$ cat src/rtl/mem_arb_pkg.sv
// Shared types and helpers for the fetch/data RAM arbiter.
// Read-return ownership tags and byte-to-word address conversion.
package mem_arb_pkg;

  localparam int DEFAULT_ADDR_W    = 12;
  localparam int DEFAULT_DATA_W    = 64;
  localparam int DEFAULT_MAX_D_RUN = 4;

  typedef enum logic [1:0] {
    OWN_NONE = 2'd0,
    OWN_I    = 2'd1,
    OWN_D    = 2'd2
  } rd_owner_t;

  // Low byte-offset bits are simply dropped; misaligned addresses are not an error.
  function automatic logic [31:0] word_addr(input logic [31:0] byte_addr,
                                            input int unsigned offset_bits);
    return byte_addr >> offset_bits;
  endfunction

endpackage

$ cat src/rtl/arb_run_counter.sv
// Saturating counter of consecutive data-port grants while fetch is waiting.
// Raises at_limit once the streak reaches MAX_RUN so fetch can be forced through.
module arb_run_counter #(
  parameter int MAX_RUN = 4,
  localparam int CNT_W  = (MAX_RUN < 1) ? 1 : $clog2(MAX_RUN + 1)
) (
  input  logic             clk,
  input  logic             reset,
  input  logic             clear,
  input  logic             inc,
  output logic             at_limit,
  output logic [CNT_W-1:0] count
);

  logic [CNT_W-1:0] count_q;
  logic [CNT_W-1:0] count_d;
  logic             limit_hit;

  always_comb begin
    limit_hit = (count_q == CNT_W'(MAX_RUN));
    count_d   = count_q;
    if (clear) begin
      count_d = '0;
    end else if (inc && !limit_hit) begin
      count_d = count_q + CNT_W'(1);
    end
  end

  always_ff @(posedge clk) begin
    if (reset) begin
      count_q <= '0;
    end else begin
      count_q <= count_d;
    end
  end

  assign at_limit = limit_hit;
  assign count    = count_q;

endmodule

$ cat src/rtl/imem_dmem_arbiter.sv
// Shares one single-port synchronous RAM between instruction fetch (I) and memory stage (D).
// D has priority, bounded by a streak limit so fetch always makes progress; reads return after 1 cycle.
module imem_dmem_arbiter
  import mem_arb_pkg::*;
#(
  parameter int ADDR_W    = DEFAULT_ADDR_W,
  parameter int DATA_W    = DEFAULT_DATA_W,
  parameter int MAX_D_RUN = DEFAULT_MAX_D_RUN,
  localparam int OFF_W    = $clog2(DATA_W / 8),
  localparam int MEM_AW   = ADDR_W - OFF_W
) (
  input  logic              clk,
  input  logic              reset,

  input  logic              i_req,
  input  logic [ADDR_W-1:0] i_addr,
  output logic              i_gnt,
  output logic              i_stall,
  output logic              i_rvalid,
  output logic [DATA_W-1:0] i_rdata,

  input  logic              d_req,
  input  logic              d_we,
  input  logic [ADDR_W-1:0] d_addr,
  input  logic [DATA_W-1:0] d_wdata,
  output logic              d_gnt,
  output logic              d_stall,
  output logic              d_rvalid,
  output logic [DATA_W-1:0] d_rdata,

  output logic [MEM_AW-1:0] mem_addr,
  output logic              mem_we,
  output logic              mem_re,
  output logic [DATA_W-1:0] mem_wdata,
  input  logic [DATA_W-1:0] mem_rdata
);

  localparam int RUN_W = (MAX_D_RUN < 1) ? 1 : $clog2(MAX_D_RUN + 1);

  rd_owner_t         rd_owner_q, rd_owner_d;
  logic [DATA_W-1:0] i_hold_q, i_hold_d;
  logic [DATA_W-1:0] d_hold_q, d_hold_d;

  logic              i_req_v;
  logic              d_req_v;
  logic              run_at_limit;
  logic              run_clear;
  logic              run_inc;
  logic [RUN_W-1:0]  d_run;

  arb_run_counter #(
    .MAX_RUN (MAX_D_RUN)
  ) u_run_counter (
    .clk      (clk),
    .reset    (reset),
    .clear    (run_clear),
    .inc      (run_inc),
    .at_limit (run_at_limit),
    .count    (d_run)
  );

  // Requests seen during the reset cycle never win the RAM.
  always_comb begin
    i_req_v   = i_req & ~reset;
    d_req_v   = d_req & ~reset;
    i_gnt     = i_req_v & (~d_req_v | run_at_limit);
    d_gnt     = d_req_v & ~i_gnt;
    i_stall   = i_req & ~i_gnt;
    d_stall   = d_req & ~d_gnt;
    run_clear = i_gnt | ~i_req_v;
    run_inc   = d_gnt & i_req_v;
  end

  always_comb begin
    mem_addr  = '0;
    mem_we    = 1'b0;
    mem_re    = 1'b0;
    mem_wdata = '0;
    if (i_gnt) begin
      mem_addr = MEM_AW'(word_addr(32'(i_addr), OFF_W));
      mem_re   = 1'b1;
    end else if (d_gnt) begin
      mem_addr  = MEM_AW'(word_addr(32'(d_addr), OFF_W));
      mem_we    = d_we;
      mem_re    = ~d_we;
      mem_wdata = d_wdata;
    end
  end

  // RAM data is routed straight through on the return cycle and kept in a hold register afterwards.
  always_comb begin
    i_rvalid   = (rd_owner_q == OWN_I) & ~reset;
    d_rvalid   = (rd_owner_q == OWN_D) & ~reset;
    i_rdata    = i_rvalid ? mem_rdata : i_hold_q;
    d_rdata    = d_rvalid ? mem_rdata : d_hold_q;
    i_hold_d   = i_rdata;
    d_hold_d   = d_rdata;
    rd_owner_d = OWN_NONE;
    if (i_gnt) begin
      rd_owner_d = OWN_I;
    end else if (d_gnt && !d_we) begin
      rd_owner_d = OWN_D;
    end
  end

  always_ff @(posedge clk) begin
    if (reset) begin
      rd_owner_q <= OWN_NONE;
      i_hold_q   <= '0;
      d_hold_q   <= '0;
    end else begin
      rd_owner_q <= rd_owner_d;
      i_hold_q   <= i_hold_d;
      d_hold_q   <= d_hold_d;
    end
  end

endmodule
$ cat config.mk
export PLATFORM = sky130hd
export DESIGN_NAME = imem_dmem_arbiter
export DESIGN_NICKNAME = d
export VERILOG_FILES = /design/src/rtl/mem_arb_pkg.sv /design/src/rtl/arb_run_counter.sv /design/src/rtl/imem_dmem_arbiter.sv
export SDC_FILE = /design/constraint.sdc
export NUM_CORES = 1
export LEC_CHECK = 0
export ABC_AREA = 0
export BUFFER_PORTS_ARGS = -buffer_cell sky130_fd_sc_hd__clkbuf_2
export CORE_AREA = 2 2 143 145
export DETAILED_ROUTE_END_ITERATION = 12
export DIE_AREA = 0 0 145 147
export GPL_TIMING_DRIVEN = 0
export MAX_ROUTING_LAYER = met4
export PLACE_DENSITY = 0.66
export RECOVER_POWER = 50
export SLEW_MARGIN = 10
export SYNTH_ARGS = -nofsm -noshare
export SYNTH_HDL_FRONTEND = slang
export SYNTH_SLANG_ARGS = --single-unit
$ cat constraint.sdc
create_clock -name clk -period 1.9 [get_ports clk]
set_clock_uncertainty 0.15 [all_clocks]
set_input_delay 0.38 -clock clk [delete_from_list [all_inputs] [get_ports clk]]
set_output_delay 0.38 -clock clk [all_outputs]
set_load 0.1 [all_outputs]
==> impl_metrics.toml <==
[status]
status = "finished, violations left"
violations_in_the_final_reports = "setup timing"

[place]
place_area_um2 = 9610
place_hpwl_um = 18500
count_of_buffers_from_port_buffering = 359
placedCellCount = 1440
routability_driven_placement_congestion_ratio = 0.876
dp_worst_setup_slack_ns = -0.718

[power_and_ir_drop]
design_power_total_uw = 10300
total_leakage_power_uw = 0.00641
vdd_drop_max_mv = 0.552
pwr_density_cell_nw_per_um2 = 684

[sta]
max_freq_mhz = 388
slew-limit-headroom_pct = 51.2
maxSlewViolCount = 0
hold_viol = 0
min_period_ns = 2.58
timing.final.crit_share_pct = 136
setup-violations-final = 209
finalSetupTns_ns = -123.50
worst_slack_ns = -0.678
unrepaired_setup_endpoints_after_global_routing = "true"
worst_pin_slew_ns = 0.732

[critical_path]
crit_path_max_fo = 7
worst_setup_path_type = "reg -> out"
cp.arrival_ns = 2.05
worstSetupStartpointType = "flop"
crit_family = "buffers and inverters"
worstSetupEndpointType = "output port"
worst_reg2reg_path_startpoint = "rd_owner_q[1]"
rrSetupSlack_ns = 0.09
crit-reg2reg-capture = "d_hold_q[55]"
r2r_cells = 6
worst_path_cell_chain = "inv_2 -> ha_4 -> a311oi_4 -> buf_12 -> buf_12 -> clkbuf_16 -> and2_4 -> clkbuf_16"
cp_slowest_stage_delay_ns = 0.34
slowest_cell_on_the_critical_path = "dfxtp_2"
crit_buf_inv = 5
timing.critical_path.required_ns = 1.37

[drt]
postRouteWirelength_um = 32800
route.antenna.remaining_nets = 0
detailroute.via_count = 7633
avgRoutedWirePerCell_um = 21.6
routed_via_density = 5.03
detailedRoute.firstIterationViolations = 384
post-route-drc-count = 0
detailedRoute.firstPassIterationCount = 5

[logic_synthesis]
synthCells = 811
synthesis.area_per_instance_um2 = 8.22
synth.cell_area_um2 = 6670
synth_largest_area_cell = "dfxtp_1"
postSynthNetCount = 970
synth.ff_latch_count = 133
synth_top_cells_by_area = "dfxtp_1 40%, mux2_2 22%, nand2_1 15%"
yosysSeqAreaShare_pct = 39.9
yosys.area.top_type_share_pct = 39.9
synth_cell_type_count = 23
warnings_from_yosys = 0

[global_routing]
grt_first_pass_wirelength_um = 45200
first_global_vias = 7950
grt_start_max_net_pins = 17
total_gr_overflow = 0
grt_antenna_before_repair = 1
grt.total_usage_pct = 28.2

[finish]
layout.cell_area.non_filler_um2 = 15100
areaGrowthSynthToFinish_pct = 127
sequential_area_um2 = 2670
design.final.nets = 1392
final.fill_count = 1117
fraction_of_layout_cells_with_a_size_suffix_above_1_pct = 55.5
final_cell_count_no_fill = 1517
multi_input_gate_area_um2 = 4490

[clocking]
cts_tree = "yes"
tritoncts_num_sinks = 133
insertion_delay_ns = 0.42
clk_root_buffer_cell = "clkbuf_16"
clkTransAtPathRegs_ns = 0.06
tritoncts.num_buffers = 17
htree_num_levels = 4
hold_buffers = 0
cts_buffer_depth = 2

[die]
dieHeight_um = 147
pin_count = 366
die_w_um = 145
start_util_pct = 33.6
fp-row-count = 52
die-area_um2 = 21300
core_area_um2 = 19800

[worst_hold_path]
hold-path-endpoint = "d_hold_q[43]"
min-delay-start = "mem_rdata[43]"
worstHoldPathType = "in -> reg"
hold_depth = 3

[run]
max_cap_violations = 0
[worst min-delay path: stages]
cell	delay [ns]
clkbuf_2	0.11
nand2_1	0.06
a21oi_1	0.05
[sequential cells by signal (all words and copies together), names as in the netlist]
register             count
i_hold_q                64
u_run_counter.count      3
rd_owner_q               2
d_hold_q                64
[power by group]
group          switching (uW)  total (uW)  internal, uW
Combinational            2190        3610          1420
Clock                    1330        3810          2480
Sequential               52.9        2930          2880
[metrics by stage]
step                hold WS, ns  util, %
floorplan                 0.260        -
global placement          0.270     48.4
detailed placement        0.289     48.4
CTS                      0.0523     71.9
global route             0.0638     76.2
finish                   0.0680     76.2
[worst max path at each step]
stage,from,end,cells after the start
final,u_run_counter.count[1],mem_wdata[49],8
after global placement,d_req,mem_wdata[33],7
after floorplan,u_run_counter.count[0],mem_wdata[30],6
after CTS,u_run_counter.count[0],mem_wdata[35],8
after global routing,u_run_counter.count[1],mem_wdata[49],8
after detailed placement,d_req,mem_wdata[31],7
[logic make-up (layout without fill, tap and decap cells)]
group,Yosys count,count (layout),share of synthesized area (%)
AOI/OAI and AO/OA,141,141,11.5
adders and majority gates,2,2,0.375
buffers and inverters,69,504,4.63
DFF,133,133,39.9
muxes,129,129,21.8
other,0,1,0
and+or+nand+nor,337,337,21.8
[layout make-up]
class | instances | area share, %
plain buffers | 64 | 3.64
repair buffers | 404 | 42.2
clock buffers | 17 | 2.81
multi-input cells | 609 | 29.7
diodes | 1 | 0.0165
well taps | 270 | 2.23
clock inverters | 15 | 1.67
inverters | 4 | 0.0993
flip-flops and latches | 133 | 17.7
[per-layer routing]
| metal | vias up | GRT usage [%] | routed length (um) |
|---|---|---|---|
| met5 | - | - | 0 |
| met4 | 0 | 15.3 | 1750 |
| met3 | 97 | 7.92 | 2200 |
| met2 | 367 | 51.4 | 17600 |
| met1 | 3639 | 27.1 | 11200 |
| li1 | 3530 | - | - |
[cells in the final DEF (no fill, tap or decap), types with 4 or more instances in the layout]
| master | netlist | final |
|---|---|---|
| nand2_1 | 258 | 257 |
| clkbuf_16 | 0 | 184 |
| clkbuf_2 | 0 | 160 |
| dfxtp_1 | 133 | 129 |
| a21oi_1 | 128 | 128 |
| mux2_4 | 0 | 123 |
| buf_12 | 0 | 65 |
| and2_4 | 0 | 65 |
| clkbuf_1 | 35 | 19 |
| buf_6 | 0 | 15 |
| buf_4 | 9 | 12 |
| buf_8 | 0 | 10 |
| a22o_4 | 0 | 9 |
| buf_1 | 8 | 9 |
| bufinv_16 | 0 | 6 |
| mux2_2 | 128 | 5 |
| clkbuf_4 | 0 | 4 |
| buf_2 | 13 | 4 |
| clkinv_4 | 0 | 4 |
[repair_timing]
item,in CTS,in global routing
cloned,4,11
endpoints found under the hold margin,0,0
endpoints found under the setup margin,209,225
gates resized for setup,616,165
pin swaps,1,3
setup buffers,12,19
[Yosys cell counts, drive strengths merged]
| master | number |
|---|---|
| a21o | 1 |
| a311oi | 1 |
| nor2 | 5 |
| nand2b | 2 |
| buf | 30 |
| and4 | 1 |
| ha | 2 |
| a21oi | 128 |
| dfxtp | 133 |
| inv | 4 |
| and2 | 66 |
| a21boi | 2 |
| nand2 | 258 |
| clkbuf | 35 |
| a22o | 9 |
| mux2 | 128 |
| mux2i | 1 |
| nor2b | 4 |
| nor3b | 1 |
(Power assumes the default switching activity.)
